File: src/rtl/guess_game_pkg.sv
// Shared types and helpers for the word-guessing game controller.
// Holds the state encoding and the lives-to-thermometer conversion.
package guess_game_pkg;

   typedef enum logic [2:0] {
      ST_SETUP = 3'd0,
      ST_PLAY  = 3'd1,
      ST_WIN   = 3'd2,
      ST_LOSS  = 3'd3
   } state_e;

   // Lives counter is sized for the largest supported budget.
   localparam int MAX_LIVES_LIM = 16;
   localparam int LIVES_W       = $clog2(MAX_LIVES_LIM + 1);

   function automatic logic [MAX_LIVES_LIM-1:0] thermo(input logic [LIVES_W-1:0] lives);
      logic [MAX_LIVES_LIM-1:0] t;
      for (int i = 0; i < MAX_LIVES_LIM; i++) begin
         t[i] = (LIVES_W'(i) < lives);
      end
      return t;
   endfunction

endpackage

File: src/rtl/guess_game_if.sv
// Player-facing bundle: switch/key inputs and the display/LED outputs.
interface guess_game_if #(
   parameter int SYM_W     = 5,
   parameter int WORD_LEN  = 5,
   parameter int MAX_LIVES = 6
);
   logic [SYM_W-1:0]          sym_in;
   logic                      enter_n;
   logic                      restart_n;
   logic [WORD_LEN*SYM_W-1:0] disp_word;
   logic [MAX_LIVES-1:0]      lives_led;
   logic [2:0]                state_o;
   logic                      win;
   logic                      loss;
   logic [7:0]                win_cnt;

   modport slave (
      input  sym_in, enter_n, restart_n,
      output disp_word, lives_led, state_o, win, loss, win_cnt
   );

   modport master (
      output sym_in, enter_n, restart_n,
      input  disp_word, lives_led, state_o, win, loss, win_cnt
   );
endinterface

File: src/rtl/guess_game_key_press_det.sv
// Two-flop synchroniser for an active-low key plus a one-cycle press pulse
// on the released-to-pressed transition.
module key_press_det (
   input  logic clk,
   input  logic rst,
   input  logic key_n,
   output logic press
);
   logic sync1_q, sync1_d;
   logic sync2_q, sync2_d;
   logic prev_q,  prev_d;

   always_comb begin
      sync1_d = key_n;
      sync2_d = sync1_q;
      prev_d  = sync2_q;
   end

   // Flops come out of reset as a released key so no spurious press appears.
   always_ff @(posedge clk or posedge rst) begin
      if (rst) begin
         sync1_q <= 1'b1;
         sync2_q <= 1'b1;
         prev_q  <= 1'b1;
      end else begin
         sync1_q <= sync1_d;
         sync2_q <= sync2_d;
         prev_q  <= prev_d;
      end
   end

   assign press = prev_q & ~sync2_q;
endmodule

File: src/rtl/guess_game_ctrl.sv
// Word-guessing game controller: secret entry, guessing with a miss budget,
// and blinking win/loss displays with a saturating win counter.
module guess_game_ctrl
   import guess_game_pkg::*;
#(
   parameter int SYM_W     = 5,
   parameter int WORD_LEN  = 5,
   parameter int MAX_LIVES = 6,
   parameter int BLINK_CYC = 5000000,
   parameter logic [WORD_LEN*SYM_W-1:0] LOSS_PAT = {5'd0, 5'd6, 5'd18, 5'd16, 5'd12}
) (
   input logic         clk,
   input logic         rst,
   guess_game_if.slave bus
);
   localparam int W     = WORD_LEN * SYM_W;
   localparam int IDX_W = $clog2(WORD_LEN + 1);
   localparam int TMR_W = $clog2(BLINK_CYC);
   localparam logic [IDX_W-1:0]   IDX_FULL   = IDX_W'(WORD_LEN);
   localparam logic [LIVES_W-1:0] LIVES_FULL = LIVES_W'(MAX_LIVES);
   localparam logic [TMR_W-1:0]   TMR_LAST   = TMR_W'(BLINK_CYC - 1);

   state_e               state_q, state_d;
   logic [IDX_W-1:0]     idx_q, idx_d;
   logic [W-1:0]         letters_q, letters_d;
   logic [W-1:0]         disp_q, disp_d;
   logic [WORD_LEN-1:0]  mask_q, mask_d;
   logic [LIVES_W-1:0]   lives_q, lives_d;
   logic [MAX_LIVES-1:0] lives_led_q, lives_led_d;
   logic                 win_q, win_d;
   logic                 loss_q, loss_d;
   logic [7:0]           win_cnt_q, win_cnt_d;
   logic [TMR_W-1:0]     timer_q, timer_d;
   logic                 phase_q, phase_d;

   logic                 press;
   logic                 sym_nz;
   logic                 do_restart;
   logic [WORD_LEN-1:0]  match;
   logic [WORD_LEN-1:0]  new_mask;
   logic [W-1:0]         reveal_word;

   key_press_det u_enter (
      .clk   (clk),
      .rst   (rst),
      .key_n (bus.enter_n),
      .press (press)
   );

   assign sym_nz   = |bus.sym_in;
   assign new_mask = mask_q | match;

   generate
      for (genvar gi = 0; gi < WORD_LEN; gi++) begin : g_slot
         assign match[gi]                         = (letters_q[gi*SYM_W +: SYM_W] == bus.sym_in);
         assign reveal_word[gi*SYM_W +: SYM_W]    = new_mask[gi] ? letters_q[gi*SYM_W +: SYM_W] : '0;
      end
   endgenerate

   always_comb begin
      state_d    = state_q;
      idx_d      = idx_q;
      letters_d  = letters_q;
      disp_d     = disp_q;
      mask_d     = mask_q;
      lives_d    = lives_q;
      win_d      = win_q;
      loss_d     = loss_q;
      win_cnt_d  = win_cnt_q;
      timer_d    = timer_q;
      phase_d    = phase_q;
      do_restart = 1'b0;

      case (state_q)
         ST_SETUP: begin
            if (press) begin
               if (idx_q == IDX_FULL) begin
                  disp_d  = '0;
                  mask_d  = '0;
                  state_d = ST_PLAY;
               end else if (sym_nz) begin
                  for (int i = 0; i < WORD_LEN; i++) begin
                     if (idx_q == IDX_W'(i)) begin
                        letters_d[i*SYM_W +: SYM_W] = bus.sym_in;
                        disp_d[i*SYM_W +: SYM_W]    = bus.sym_in;
                     end
                  end
                  idx_d = idx_q + 1'b1;
               end
            end
         end

         ST_PLAY: begin
            // A full reveal wins before any miss accounting is considered.
            if (press && sym_nz) begin
               if (&new_mask) begin
                  state_d   = ST_WIN;
                  win_d     = 1'b1;
                  mask_d    = new_mask;
                  disp_d    = reveal_word;
                  win_cnt_d = (win_cnt_q == 8'hFF) ? win_cnt_q : win_cnt_q + 8'd1;
                  timer_d   = '0;
                  phase_d   = 1'b0;
               end else if (match == '0) begin
                  lives_d = lives_q - 1'b1;
                  if (lives_q == LIVES_W'(1)) begin
                     state_d = ST_LOSS;
                     loss_d  = 1'b1;
                     disp_d  = LOSS_PAT;
                     timer_d = '0;
                     phase_d = 1'b0;
                  end
               end else begin
                  mask_d = new_mask;
                  disp_d = reveal_word;
               end
            end
         end

         ST_WIN, ST_LOSS: begin
            if (press && !bus.restart_n) begin
               do_restart = 1'b1;
            end else begin
               if (timer_q == TMR_LAST) begin
                  timer_d = '0;
                  phase_d = ~phase_q;
               end else begin
                  timer_d = timer_q + 1'b1;
               end
               if (state_q == ST_WIN) begin
                  disp_d = phase_d ? '0 : letters_q;
               end else begin
                  disp_d = phase_d ? letters_q : LOSS_PAT;
               end
            end
         end

         default: do_restart = 1'b1;
      endcase

      // New round: everything except the win tally goes back to its reset value.
      if (do_restart) begin
         state_d   = ST_SETUP;
         idx_d     = '0;
         letters_d = '0;
         mask_d    = '0;
         lives_d   = LIVES_FULL;
         disp_d    = '0;
         timer_d   = '0;
         phase_d   = 1'b0;
         win_d     = 1'b0;
         loss_d    = 1'b0;
      end

      lives_led_d = MAX_LIVES'(thermo(lives_d));
   end

   always_ff @(posedge clk or posedge rst) begin
      if (rst) begin
         state_q     <= ST_SETUP;
         idx_q       <= '0;
         letters_q   <= '0;
         disp_q      <= '0;
         mask_q      <= '0;
         lives_q     <= LIVES_FULL;
         lives_led_q <= '1;
         win_q       <= 1'b0;
         loss_q      <= 1'b0;
         win_cnt_q   <= '0;
         timer_q     <= '0;
         phase_q     <= 1'b0;
      end else begin
         state_q     <= state_d;
         idx_q       <= idx_d;
         letters_q   <= letters_d;
         disp_q      <= disp_d;
         mask_q      <= mask_d;
         lives_q     <= lives_d;
         lives_led_q <= lives_led_d;
         win_q       <= win_d;
         loss_q      <= loss_d;
         win_cnt_q   <= win_cnt_d;
         timer_q     <= timer_d;
         phase_q     <= phase_d;
      end
   end

   assign bus.disp_word = disp_q;
   assign bus.lives_led = lives_led_q;
   assign bus.state_o   = state_q;
   assign bus.win       = win_q;
   assign bus.loss      = loss_q;
   assign bus.win_cnt   = win_cnt_q;
endmodule

File: src/flat_wrapper.sv
// flat-port wrapper written by rule: the top's interface ports become plain ports
module guess_game_ctrl_flat import guess_game_pkg::*;
#(
   parameter int SYM_W     = 5,
   parameter int WORD_LEN  = 5,
   parameter int MAX_LIVES = 6,
   parameter int BLINK_CYC = 5000000,
   parameter logic [WORD_LEN*SYM_W-1:0] LOSS_PAT = {5'd0, 5'd6, 5'd18, 5'd16, 5'd12}
)
  (clk, rst, bus_sym_in, bus_enter_n, bus_restart_n, bus_disp_word, bus_lives_led, bus_state_o, bus_win, bus_loss, bus_win_cnt);
  guess_game_if #(.SYM_W(SYM_W), .WORD_LEN(WORD_LEN), .MAX_LIVES(MAX_LIVES)) bus_i ();
  input logic clk;
  input logic rst;
  input wire logic [$bits(bus_i.sym_in)-1:0] bus_sym_in;
  input wire logic [$bits(bus_i.enter_n)-1:0] bus_enter_n;
  input wire logic [$bits(bus_i.restart_n)-1:0] bus_restart_n;
  output wire logic [$bits(bus_i.disp_word)-1:0] bus_disp_word;
  output wire logic [$bits(bus_i.lives_led)-1:0] bus_lives_led;
  output wire logic [$bits(bus_i.state_o)-1:0] bus_state_o;
  output wire logic [$bits(bus_i.win)-1:0] bus_win;
  output wire logic [$bits(bus_i.loss)-1:0] bus_loss;
  output wire logic [$bits(bus_i.win_cnt)-1:0] bus_win_cnt;
  assign bus_i.sym_in = bus_sym_in;
  assign bus_i.enter_n = bus_enter_n;
  assign bus_i.restart_n = bus_restart_n;
  assign bus_disp_word = bus_i.disp_word;
  assign bus_lives_led = bus_i.lives_led;
  assign bus_state_o = bus_i.state_o;
  assign bus_win = bus_i.win;
  assign bus_loss = bus_i.loss;
  assign bus_win_cnt = bus_i.win_cnt;
  guess_game_ctrl #(.SYM_W(SYM_W), .WORD_LEN(WORD_LEN), .MAX_LIVES(MAX_LIVES), .BLINK_CYC(BLINK_CYC), .LOSS_PAT(LOSS_PAT)) u_core (.clk(clk), .rst(rst), .bus(bus_i));
endmodule
File: config.mk
export PLATFORM = sky130hd
export DESIGN_NAME = guess_game_ctrl_flat
export DESIGN_NICKNAME = d
export VERILOG_FILES = /design/src/rtl/guess_game_pkg.sv /design/src/rtl/guess_game_if.sv /design/src/rtl/guess_game_key_press_det.sv /design/src/rtl/guess_game_ctrl.sv /design/src/flat_wrapper.sv
export SDC_FILE = /design/constraint.sdc
export NUM_CORES = 1
export LEC_CHECK = 0
export ABC_AREA = 1
export BUFFER_PORTS_ARGS = -buffer_cell sky130_fd_sc_hd__buf_2
export CORE_ASPECT_RATIO = 0.5
export CORE_UTILIZATION = 50
export CTS_BUF_LIST = sky130_fd_sc_hd__clkbuf_16
export CTS_CLUSTER_DIAMETER = 40
export DETAILED_ROUTE_END_ITERATION = 8
export GPL_TIMING_DRIVEN = 0
export PLACE_DENSITY_LB_ADDON = 0.1
export SLEW_MARGIN = 0
export SYNTH_ARGS = -nofsm -noshare
export SYNTH_HDL_FRONTEND = slang
export SYNTH_HIERARCHICAL = 1
export SYNTH_SLANG_ARGS = --single-unit
File: constraint.sdc
create_clock -name clk -period 5.6 [get_ports clk]
set_clock_uncertainty 0.1 [all_clocks]
set_input_delay 0.56 -clock clk [delete_from_list [all_inputs] [get_ports clk]]
set_output_delay 0.56 -clock clk [all_outputs]
set_load 0.01 [all_outputs]
==> results of run 1 <==
registers in the layout, summed over array words and instances, names as in the netlist:
signal / cells
u_core/bus.win_cnt: 8
u_core/bus.loss: 1
u_core/bus.win: 1
u_core/u_enter/prev_q: 1
u_core/u_enter/sync1_q: 1
u_core/bus.lives_led: 6
u_core/bus.state_o: 2
u_core/phase_q: 1
u_core/u_enter/prev_d: 1
u_core/mask_q: 5
u_core/letters_q: 25
u_core/timer_q: 23
u_core/bus.disp_word: 25
u_core/lives_q: 5
u_core/idx_q: 3
critical path, stage by stage (launching register included):
cell and delay, ns:
dfstp_2 0.53, inv_1 0.04, nor2_2 0.21, inv_1 0.13
nor3_2 0.48, inv_1 0.20, buf_2 0.24, nand2_1 0.21
o21ai_0 0.33, nand3_1 0.25, o21ai_0 0.10
cell families after synthesis:
| group | synth area share [%] |
|---|---|
| simple gates | 40.75 |
| flops | 36.95 |
| other cells | 0.05101 |
| xor+xnor | 2.979 |
| compound gates | 8.545 |
| mux | 0.3064 |
| buf+inv | 8.885 |
| fa+ha+maj | 1.532 |
per-layer routing:
metal / vias to the layer above / share of wire [%] / GRT usage [%]
met1: 3380 / 49 / 41.39
met2: 252 / 43 / 47.21
met3: 36 / 6.0 / 4.470
met5: - / 0 / 0
li1: 3475 / - / -
met4: 0 / 1.9 / 9.010
area by class of cell:
| class | instances | area, sq um | share of cell area [%] |
|---|---|---|---|
| Inverter | 109 | 411.6 | 5.041 |
| Buffer | 37 | 244.0 | 2.988 |
| Clock inverter | 7 | 83.83 | 1.027 |
| Timing Repair Buffer | 48 | 262.8 | 3.218 |
| Clock buffer | 9 | 225.2 | 2.758 |
| Sequential cell | 108 | 2716 | 33.27 |
| Multi-Input combinational cell | 784 | 3981 | 48.76 |
| Tap cell | 192 | 240.2 | 2.942 |
metrics by stage:
step	cells	hold slack (ns)	power (mW)	area (sq um)
after floorplan	1038	0.2452	2.733	7351
after global placement	1277	0.2456	3.308	7826
after detailed placement	1278	0.2473	3.353	7856
after CTS	1294	0.1576	4.023	8165
after global routing	1294	0.1717	4.351	8165
final	1294	0.1668	4.027	8165
synthesized netlist by cell type, types with 2 or more instances:
master	n	share of area [%]
a21o_1	3	0.31
a21oi_1	9	0.61
a21oi_2	4	0.48
buf_2	8	0.54
buf_4	10	1.0
buf_6	4	0.61
clkbuf_1	12	0.61
dfrtp_1	97	33
dfstp_2	11	3.9
ha_1	9	1.5
inv_1	96	4.9
inv_2	13	0.66
mux2_2	2	0.31
nand2_1	343	18
nand2_2	15	1.3
nand2_4	6	0.92
nand3_1	143	9.7
nand3_2	5	0.68
nand3_4	4	0.95
nand3b_1	8	0.82
nand3b_2	2	0.31
nand4_1	14	1.2
nand4_2	2	0.34
nor2_1	52	2.7
nor2_2	6	0.51
nor2_4	4	0.61
nor3_1	14	0.95
nor3_2	5	0.68
nor4_1	6	0.51
o21ai_0	66	4.5
o21ai_1	18	1.2
o21bai_1	7	0.71
or2_2	3	0.26
xnor2_1	8	0.95
xor2_1	17	2.0
placed cells by master, fill, tap and decap left out, drive strengths merged:
master	netlist	layout
dfrtp	97	97
mux2	2	2
a21oi	13	13
a21o	3	3
o21bai	7	7
o211ai	1	1
nand2	364	364
nor3	19	19
o21ai	84	84
clkinv	0	5
buf	25	73
nor4	6	6
o21a	1	1
dfstp	11	11
xor2	17	17
a41oi	1	1
o31ai	2	2
clkbuf	12	21
nor2	63	63
inv	109	111
conb	1	1
nand4	17	17
nand3b	11	11
xnor2	8	8
or2	3	3
nand3	152	152
ha	9	9
how the worst min path moves through the flow:
stage | startpoint | end | slack (ns)
3_5_place_dp | u_core/u_enter/sync1_q | u_core/u_enter/prev_d | 0.25
3_3_place_gp | u_core/u_enter/sync1_q | u_core/u_enter/prev_d | 0.25
4_1_cts | rst | u_core/u_enter/sync1_q | 0.16
2_1_floorplan | u_core/u_enter/sync1_q | u_core/u_enter/prev_d | 0.25
5_1_grt | bus_enter_n | u_core/u_enter/sync1_q | 0.17
6_report | rst | u_core/u_enter/sync1_q | 0.17
power by group through the flow:
stage               registers (mW)  clock network, mW  logic, mW
global route                  1.36              0.697       2.30
finish                        1.32              0.653       2.05
detailed placement            1.33                  0       2.02
CTS                           1.32              0.671       2.03
floorplan                     1.30                  0       1.43
global placement              1.32                  0       1.99
==> results.json, run 1 <==
{
  "internal_power_mw": 2.045,
  "ys_seq_area_share_pct": 36.95,
  "worstPathArrival_ns": 3.09,
  "swShare_pct": 49.23,
  "rr_worst_depth": 10,
  "cts_resized": 0,
  "h-tree-depth": 3,
  "detail-route-antenna-nets": 0,
  "cellPowerDensity_nw_per_um2": 493.2,
  "cts_root_buf": "clkbuf_16",
  "area_growth_pct": 11.08,
  "initial_core_util_pct": 52.79,
  "crit_type": "flop to flop",
  "crit_start": "u_core/u_enter/prev_q",
  "required_ns": 5.74,
  "cts_setup_buffers": 0,
  "cts_tree": "done",
  "final.setup.tns_ns": 0,
  "fin_crit_sh_pct": 52.71,
  "grt_pass1_vias": 6551,
  "tightest_slew_ns": 1.031,
  "status": "completed",
  "synth-edff-count": 0,
  "maxSlewViolCount": 0,
  "hp-class": "primary input to asynchronous set/reset pin",
  "rsz0062_at_grt": "false",
  "ctsHoldBuffers": 0,
  "max_freq_mhz": 338.8,
  "die_area_sq_um": 15220,
  "peakVddDrop_v": 0.0001939,
  "grt_max_degree": 61,
  "nFillCells": 1352,
  "setup_viol": 0,
  "grt_overflow": 0,
  "first_pass_iters": 5,
  "synthFlopType": "dfrtp_1",
  "drv_cap": 0,
  "grt_usage_pct": 29.42,
  "pin_count": 53,
  "dr_total_vias": 7143,
  "die_h_um": 87.74,
  "clk_pin_slew_ns": 0.09,
  "slew_headroom_pct": 30.54,
  "drive_gt1_share_pct": 15.88,
  "wirelength_um": 21500,
  "r2r-end": "u_core/bus.disp_word[14]",
  "async_reset_ff_share_pct": 100.0,
  "worstSetupEndpointType": "flop",
  "clock_path_buffers": 2,
  "avgSynthCellArea_sq_um": 7.082,
  "min_period_ns": 2.951,
  "core.rowCount": 30,
  "pwr-share-clk_pct": 16.2,
  "power.switching_mw": 1.983,
  "drc_errors": 0,
  "fp.dieW_um": 173.5,
  "antenna_found_initial": 0,
  "grt_pass1_wl_um": 34700,
  "synth_cells": 1038,
  "crit_fanout": 10,
  "numPortBuffers": 47,
  "diodes": 0,
  "reg2reg_slack_ns": 2.65,
  "post-place-ws_ns": 2.750,
  "syn_area_sq_um": 7351,
  "dp_hpwl_um": 16450,
  "synth_cell_types": 47,
  "num-nets-final": 1115,
  "p_leak_nw": 4.303,
  "clkLatencyLatePin_ns": 0.36,
  "seqPwrFrac_pct": 32.8,
  "via_per_inst": 5.520,
  "clock_sinks": 108,
  "synth-seq-cells": 108,
  "crit_end": "u_core/bus.disp_word[14]",
  "timing.final.ws_setup_ns": 2.649,
  "wire_per_inst_um": 16.62,
  "drt_iter0_drc": 820,
  "hold_viol_final": 0,
  "comb_power_share_pct": 51.0,
  "core_sq_um": 13930,
  "gp_congestion": 0.9770,
  "yosys_warnings": 6,
  "crit_path_start_kind": "flop",
  "synth.net_count": 1056,
  "worstReg2RegStart": "u_core/u_enter/prev_q",
  "cts_made_buffers": 9,
  "utilization_pct": 58.63
}
No activity file was read; power rests on OpenSTA's default activity.
==> run 2: changes to the inputs <==
--- a/config.mk
+++ b/config.mk
@@ -5,7 +5,7 @@
 export SDC_FILE = /design/constraint.sdc
 export NUM_CORES = 1
 export LEC_CHECK = 0
-export ABC_AREA = 1
+export ABC_AREA = 0
 export BUFFER_PORTS_ARGS = -buffer_cell sky130_fd_sc_hd__buf_2
 export CORE_ASPECT_RATIO = 0.5
 export CORE_UTILIZATION = 50
==> constraint.sdc (replaced) <==
create_clock -name clk -period 2.9 [get_ports clk]
set_clock_uncertainty 0.1 [all_clocks]
set_input_delay 0.29 -clock clk [delete_from_list [all_inputs] [get_ports clk]]
set_output_delay 0.29 -clock clk [all_outputs]
set_load 0.01 [all_outputs]
==> run 2 against run 1 <==
  * Non-clock buffer count did not move
  * Critical path depth fell by 2
  * First-iteration DRC count fell by 50%
  * Utilization rose by 3.3 points
  * Critical endpoint is now u_core/bus.disp_word[8]
  * Synthesized cell count fell by 41%
  * Die area fell by 19%
  * Combinational power rose by 44%
  * Global-route usage fell by 3.0 points
  * Critical path type unchanged
  * Clock power rose by 91%
  * Worst hold slack improved by 0.048 ns
  * Cell count fell by 35%
  * Largest cell class unchanged
  * Register-to-register slack got worse by 2.6 ns
==> results.json, run 2 <==
{
  "slowest_delay_ns": 0.58,
  "synthTopCellsByArea": "dfrtp_1 (41%), mux2_2 (5.1%), dfstp_2 (4.9%), nand2_1 (4.2%), xor2_1 (3.4%)",
  "crit_type": "flop to flop",
  "cp_top_family": "simple AND/OR/NAND/NOR gates",
  "max_freq_mhz": 356.1,
  "ys_seq_area_share_pct": 45.68,
  "p_leak_nw": 3.092,
  "fin_crit_sh_pct": 96.84,
  "avgSynthCellArea_sq_um": 9.733,
  "crit_fanout": 7,
  "cellPowerDensity_nw_per_um2": 949.9,
  "wire_per_inst_um": 18.18,
  "hp-class": "primary input to flop",
  "drc_errors": 0,
  "worst-path-stages": 8,
  "peakVddDrop_v": 0.0004623,
  "h-tree-depth": 3,
  "r2r-end": "u_core/bus.disp_word[8]",
  "synth_cell_types": 67,
  "via_per_inst": 5.899,
  "grt_pass1_wl_um": 24650,
  "dp_hpwl_um": 10830,
  "rr_worst_depth": 8,
  "layout_commonest_cell": "dfrtp_1",
  "die_h_um": 79.12,
  "cts_tree": "done",
  "whs_ns": 0.2145,
  "grt_overflow": 0,
  "hold_viol_final": 0,
  "synth_top_area_share_pct": 40.82,
  "synth.net_count": 629,
  "synth-seq-cells": 108,
  "maxSlewViolCount": 0,
  "dr_total_vias": 4961,
  "syn_area_sq_um": 5947,
  "drive_gt1_share_pct": 24.63,
  "reg2reg_slack_ns": 0.09,
  "clkLatencyLatePin_ns": 0.35,
  "clock_sinks": 108,
  "synth-edff-count": 0,
  "fin_total_pwr_mw": 6.636,
  "required_ns": 3.05,
  "setup_viol": 0,
  "worstReg2RegStart": "u_core/timer_q[7]",
  "crit_path_start_kind": "flop",
  "core_sq_um": 11280,
  "grt_max_degree": 38,
  "drv_cap": 0,
  "synth_area_leader_cell": "dfrtp_1",
  "antenna_found_initial": 0,
  "slowest_stage": "or4b_1",
  "diodes": 0,
  "min_period_ns": 2.808,
  "grt_pass1_vias": 4686,
  "initial_core_util_pct": 52.71,
  "timing.final.ws_setup_ns": 0.09157,
  "cts_made_buffers": 9,
  "gp_congestion": 0.9419,
  "crit_start": "u_core/timer_q[7]",
  "critPathBufInv": 0,
  "post-place-ws_ns": -0.4233,
  "yosys_warnings": 6,
  "first_pass_iters": 4,
  "async_reset_ff_share_pct": 100.0,
  "core.rowCount": 27,
  "die_area_sq_um": 12360,
  "worstPathArrival_ns": 2.96,
  "numPortBuffers": 46,
  "rsz0062_at_grt": "true",
  "clock_path_buffers": 2,
  "synthFlopType": "dfrtp_1",
  "mostFrequentLayoutCells": "dfrtp_1 (96), nand2_1 (64), buf_2 (49), nor2_1 (39), o21ai_0 (31)",
  "synth_cells": 611,
  "area_growth_pct": 17.46,
  "finalNonFillerCells": 841,
  "clk_pin_slew_ns": 0.07,
  "ys_top_cells_by_count": "dfrtp_1 (97), nand2_1 (66), nor2_1 (41), o21ai_0 (38), a21oi_1 (30)",
  "grt_usage_pct": 26.45,
  "slew_headroom_pct": 41.16,
  "drt_iter0_drc": 414,
  "critical_path.cell_chain": "or4b_1 -> nor4_4 -> and3_4 -> xor2_4 -> mux2i_4 -> o21bai_4 -> a21oi_2 -> o41ai_2",
  "detail-route-antenna-nets": 0,
  "num-nets-final": 696,
  "status": "completed",
  "synth.most_common_cell": "dfrtp_1",
  "dp.cells": 818,
  "pin_count": 53,
  "wirelength_um": 15290,
  "worstSetupEndpointType": "flop",
  "tightest_slew_ns": 0.8752,
  "cts_root_buf": "clkbuf_16",
  "fp.dieW_um": 156.2,
  "crit_end": "u_core/bus.disp_word[8]"
}
[run 2: area by class of cell]
cell class	instances	area (sq um)
Fill cell	1026	4298
Multi-Input combinational cell	451	3178
Sequential cell	108	2718
Timing Repair Buffer	57	342.8
Clock buffer	9	225.2
Tap cell	159	198.9
Buffer	28	158.9
Inverter	23	90.09
Clock inverter	6	73.82
[run 2: per-layer routing]
metal / part of all wire, % / vias to the layer above / GRT usage, % / wire, um
met3: 6.5 / 31 / 5.186 / 987
met5: 0 / - / 0 / 0
met4: 2.1 / 0 / 8.824 / 316
met2: 45 / 185 / 41.07 / 6814
met1: 47 / 2442 / 37.15 / 7169
li1: - / 2303 / - / -
[run 2: repair_timing]
item	4_1_cts	5_1_grt
setup buffers	3	4
hold endpoints to repair	4	0
resized for setup	12	36
pin swaps	3	7
hold buffers	2	0
setup endpoints to repair	27	54
[run 2: kinds of logic (layout without fill, tap and decap cells)]
logic type	count (synthesis)	count (layout)	synth area share (%)
AO/OA/AOI/OAI	157	157	18.01
XOR/XNOR	44	44	6.796
adder cells (fa/ha/maj)	9	9	1.894
buffers and inverters	52	123	4.144
flip-flops	108	108	45.68
multiplexers	30	30	5.681
other	1	1	0.06306
AND/OR/NAND/NOR	210	210	17.74
[run 2: worst min-delay path by stage]
| stage | start | endpoint | slack [ns] | cells after the start |
|---|---|---|---|---|
| floorplan | rst | u_core/u_enter/prev_d | 0.12 | 1 |
| global placement | u_core/u_enter/sync1_q | u_core/u_enter/prev_d | 0.25 | 0 |
| detailed placement | u_core/u_enter/sync1_q | u_core/u_enter/prev_d | 0.25 | 0 |
| CTS | bus_restart_n | u_core/phase_q | 0.21 | 3 |
| global route | bus_restart_n | u_core/phase_q | 0.25 | 3 |
| finish | bus_restart_n | u_core/phase_q | 0.21 | 3 |
[run 2: worst reg2reg max path, stage by stage, from the launching register on]
cell,delay [ns]
dfrtp_2,0.44
or4b_1,0.58
nor4_4,0.22
and3_4,0.25
xor2_4,0.23
mux2i_4,0.30
o21bai_4,0.18
a21oi_2,0.10
o41ai_2,0.30
[run 2: report_power, final]
part	switching [mW]	internal [mW]	leakage (nW)
clock network	0.572	0.676	0.140
registers	0.397	2.04	1.39
logic	1.76	1.19	1.57
[run 2: stage by stage]
step	utilization, %	cell area, sq um	setup TNS (ns)
floorplan	-	5951	0
global placement	56.54	6380	-3.500
detailed placement	56.90	6420	-3.447
CTS	60.39	6814	0
global route	61.91	6985	-0.04302
finish	61.91	6985	0
==> run 3: changes to the inputs <==
--- a/config.mk
+++ b/config.mk
@@ -14,6 +14,7 @@
 export DETAILED_ROUTE_END_ITERATION = 8
 export GPL_TIMING_DRIVEN = 0
 export PLACE_DENSITY_LB_ADDON = 0.1
+export REMOVE_ABC_BUFFERS = 1
 export SLEW_MARGIN = 0
 export SYNTH_ARGS = -nofsm -noshare
 export SYNTH_HDL_FRONTEND = slang
==> run 3 against run 2 <==
  * Sequential share of layout area grew 0.92 points
  * Maximum frequency grew 1.1%
  * Design area shrank 2.3%
  * First-iteration DRC count shrank 21%
  * Routed wire length shrank 3.1%
  * Clock power shrank 9%
  * Register-to-register slack gained 0.03 ns
  * Critical path depth grew 1
  * Combinational power shrank 8.1%
  * Critical path type unchanged
  * Highest routed layer unchanged
==> results.json, run 3 (synthesis results as in run 2) <==
{
  "crit_type": "flop to flop",
  "area_growth_pct": 14.75,
  "multiInputGateArea_sq_um": 3162,
  "crit_start": "u_core/timer_q[7]",
  "maxSlewViolCount": 0,
  "dp.cells": 793,
  "drv_cap": 0,
  "slowest_stage": "or4b_4",
  "busiest_layer": "met2",
  "initial_core_util_pct": 52.71,
  "max_freq_mhz": 359.8,
  "grt_pass1_wl_um": 23550,
  "slowest_delay_ns": 0.55,
  "register_area_sq_um": 2718,
  "clk_pin_slew_ns": 0.07,
  "clock_path_buffers": 2,
  "finalNonFillerCells": 823,
  "fin_total_pwr_mw": 6.336,
  "via_per_inst": 5.852,
  "tightest_slew_ns": 0.8880,
  "h-tree-depth": 3,
  "die_h_um": 79.12,
  "crit_fanout": 7,
  "final.setup.tns_ns": 0,
  "setup_viol": 0,
  "grt_overflow": 0,
  "fin_crit_sh_pct": 95.83,
  "hold_viol_final": 0,
  "hp-class": "primary input to flop",
  "required_ns": 3.07,
  "r2r-end": "u_core/bus.disp_word[20]",
  "rsz0062_at_grt": "true",
  "whs_ns": 0.2584,
  "crit_path_start_kind": "flop",
  "wirelength_um": 14810,
  "cts_made_buffers": 9,
  "slew_headroom_pct": 40.18,
  "grt_util_met2_pct": 39.60,
  "drc_errors": 0,
  "timing.final.ws_setup_ns": 0.1209,
  "grt_pass1_vias": 4509,
  "cts_root_buf": "clkbuf_16",
  "p_leak_nw": 3.040,
  "utilization_pct": 60.48,
  "pin_count": 53,
  "wire_per_inst_um": 18.00,
  "detail-route-antenna-nets": 0,
  "first_pass_iters": 4,
  "mostFrequentLayoutCells": "dfrtp_1 (96), nand2_1 (65), buf_2 (51), nor2_1 (38), o21ai_0 (32)",
  "num-nets-final": 677,
  "worstReg2RegStart": "u_core/timer_q[7]",
  "gp_congestion": 0.9308,
  "worstPathArrival_ns": 2.95,
  "fp.dieW_um": 156.2,
  "fin_area_sq_um": 6824,
  "antenna_found_initial": 0,
  "core.rowCount": 27,
  "globalRouteMet3Util_pct": 5.677,
  "gr-usage-met1_pct": 34.41,
  "dp_hpwl_um": 9869,
  "peakVddDrop_v": 0.0003964,
  "numPortBuffers": 51,
  "layout_commonest_cell": "dfrtp_1",
  "dr_total_vias": 4816,
  "worstSetupEndpointType": "flop",
  "drt_iter0_drc": 329,
  "rr_worst_depth": 9,
  "critical_path.cell_chain": "or4b_4 -> nor4_4 -> and3_4 -> xor2_4 -> mux2i_4 -> buf_6 -> o21bai_4 -> a21oi_1 -> o21ai_0",
  "clock_sinks": 108,
  "post-place-ws_ns": -0.9971,
  "status": "completed",
  "nFillCells": 1016,
  "grt_usage_pct": 25.00,
  "clkLatencyLatePin_ns": 0.35,
  "reg2reg_slack_ns": 0.12,
  "diodes": 0,
  "min_period_ns": 2.779,
  "die_area_sq_um": 12360,
  "placed_area_sq_um": 6274,
  "drive_gt1_share_pct": 24.40,
  "grt_max_degree": 60,
  "core_sq_um": 11280,
  "crit_end": "u_core/bus.disp_word[20]",
  "cts_tree": "done",
  "cellPowerDensity_nw_per_um2": 928.5
}
## run 3: changes by cell type in the layout (fill, tap and decap cells not counted), sizes merged
cell,delta
or2,+1
buf,-3
bufinv,-1
clkinv,+4
clkbuf,-17
clkinvlp,-2
## run 3: worst min path at each step
stage | depth (start not counted) | end | slack [ns] | startpoint
5_1_grt | 0 | u_core/u_enter/prev_d | 0.27 | u_core/u_enter/sync1_q
3_3_place_gp | 2 | u_core/u_enter/sync1_q | 0.25 | rst
6_report | 3 | u_core/phase_q | 0.26 | bus_restart_n
2_1_floorplan | 1 | u_core/u_enter/prev_d | 0.12 | rst
4_1_cts | 0 | u_core/u_enter/prev_d | 0.26 | u_core/u_enter/sync1_q
3_5_place_dp | 0 | u_core/u_enter/prev_d | 0.25 | u_core/u_enter/sync1_q
## run 3: report_power, final
group | switching, mW | internal, mW | leakage (nW) | total, mW
clock | 0.560 | 0.579 | 0.131 | 1.14
combinational | 1.61 | 1.11 | 1.52 | 2.72
sequential | 0.441 | 2.04 | 1.39 | 2.48
## run 3: area by class of cell
class                           instances  share of cell area [%]
Tap cell                              159                   2.915
Clock inverter                          7                  0.6234
Multi-Input combinational cell        452                   46.33
Sequential cell                       108                   39.82
Timing Repair Buffer                   65                   5.702
Clock buffer                            9                   3.300
Inverter                               23                   1.302
## run 3: repair_timing
action	in CTS	in global routing
hold buffers	2	0
hold endpoints to repair	42	0
gates resized for setup	17	26
endpoints found under the setup margin	69	45
pin swaps	2	7
setup buffers	5	6
cloned	0	1
## run 3: critical path, delay by kind of cell, from the launching register on
kind                   cells  cell delay [ns]
flip-flops                 1             0.39
multiplexers               1             0.31
XOR/XNOR                   1             0.23
AND/OR/NAND/NOR            3             1.09
AO/OA/AOI/OAI              3             0.40
buffers and inverters      1             0.18
## run 3: per-layer routing
| layer | wire length, um | vias to the layer above | share of wire [%] |
|---|---|---|---|
| li1 | - | 2275 | - |
| met5 | 0 | - | 0 |
| met2 | 6681 | 145 | 45 |
| met3 | 1002 | 21 | 6.8 |
| met1 | 6862 | 2375 | 46 |
| met4 | 264 | 0 | 1.8 |
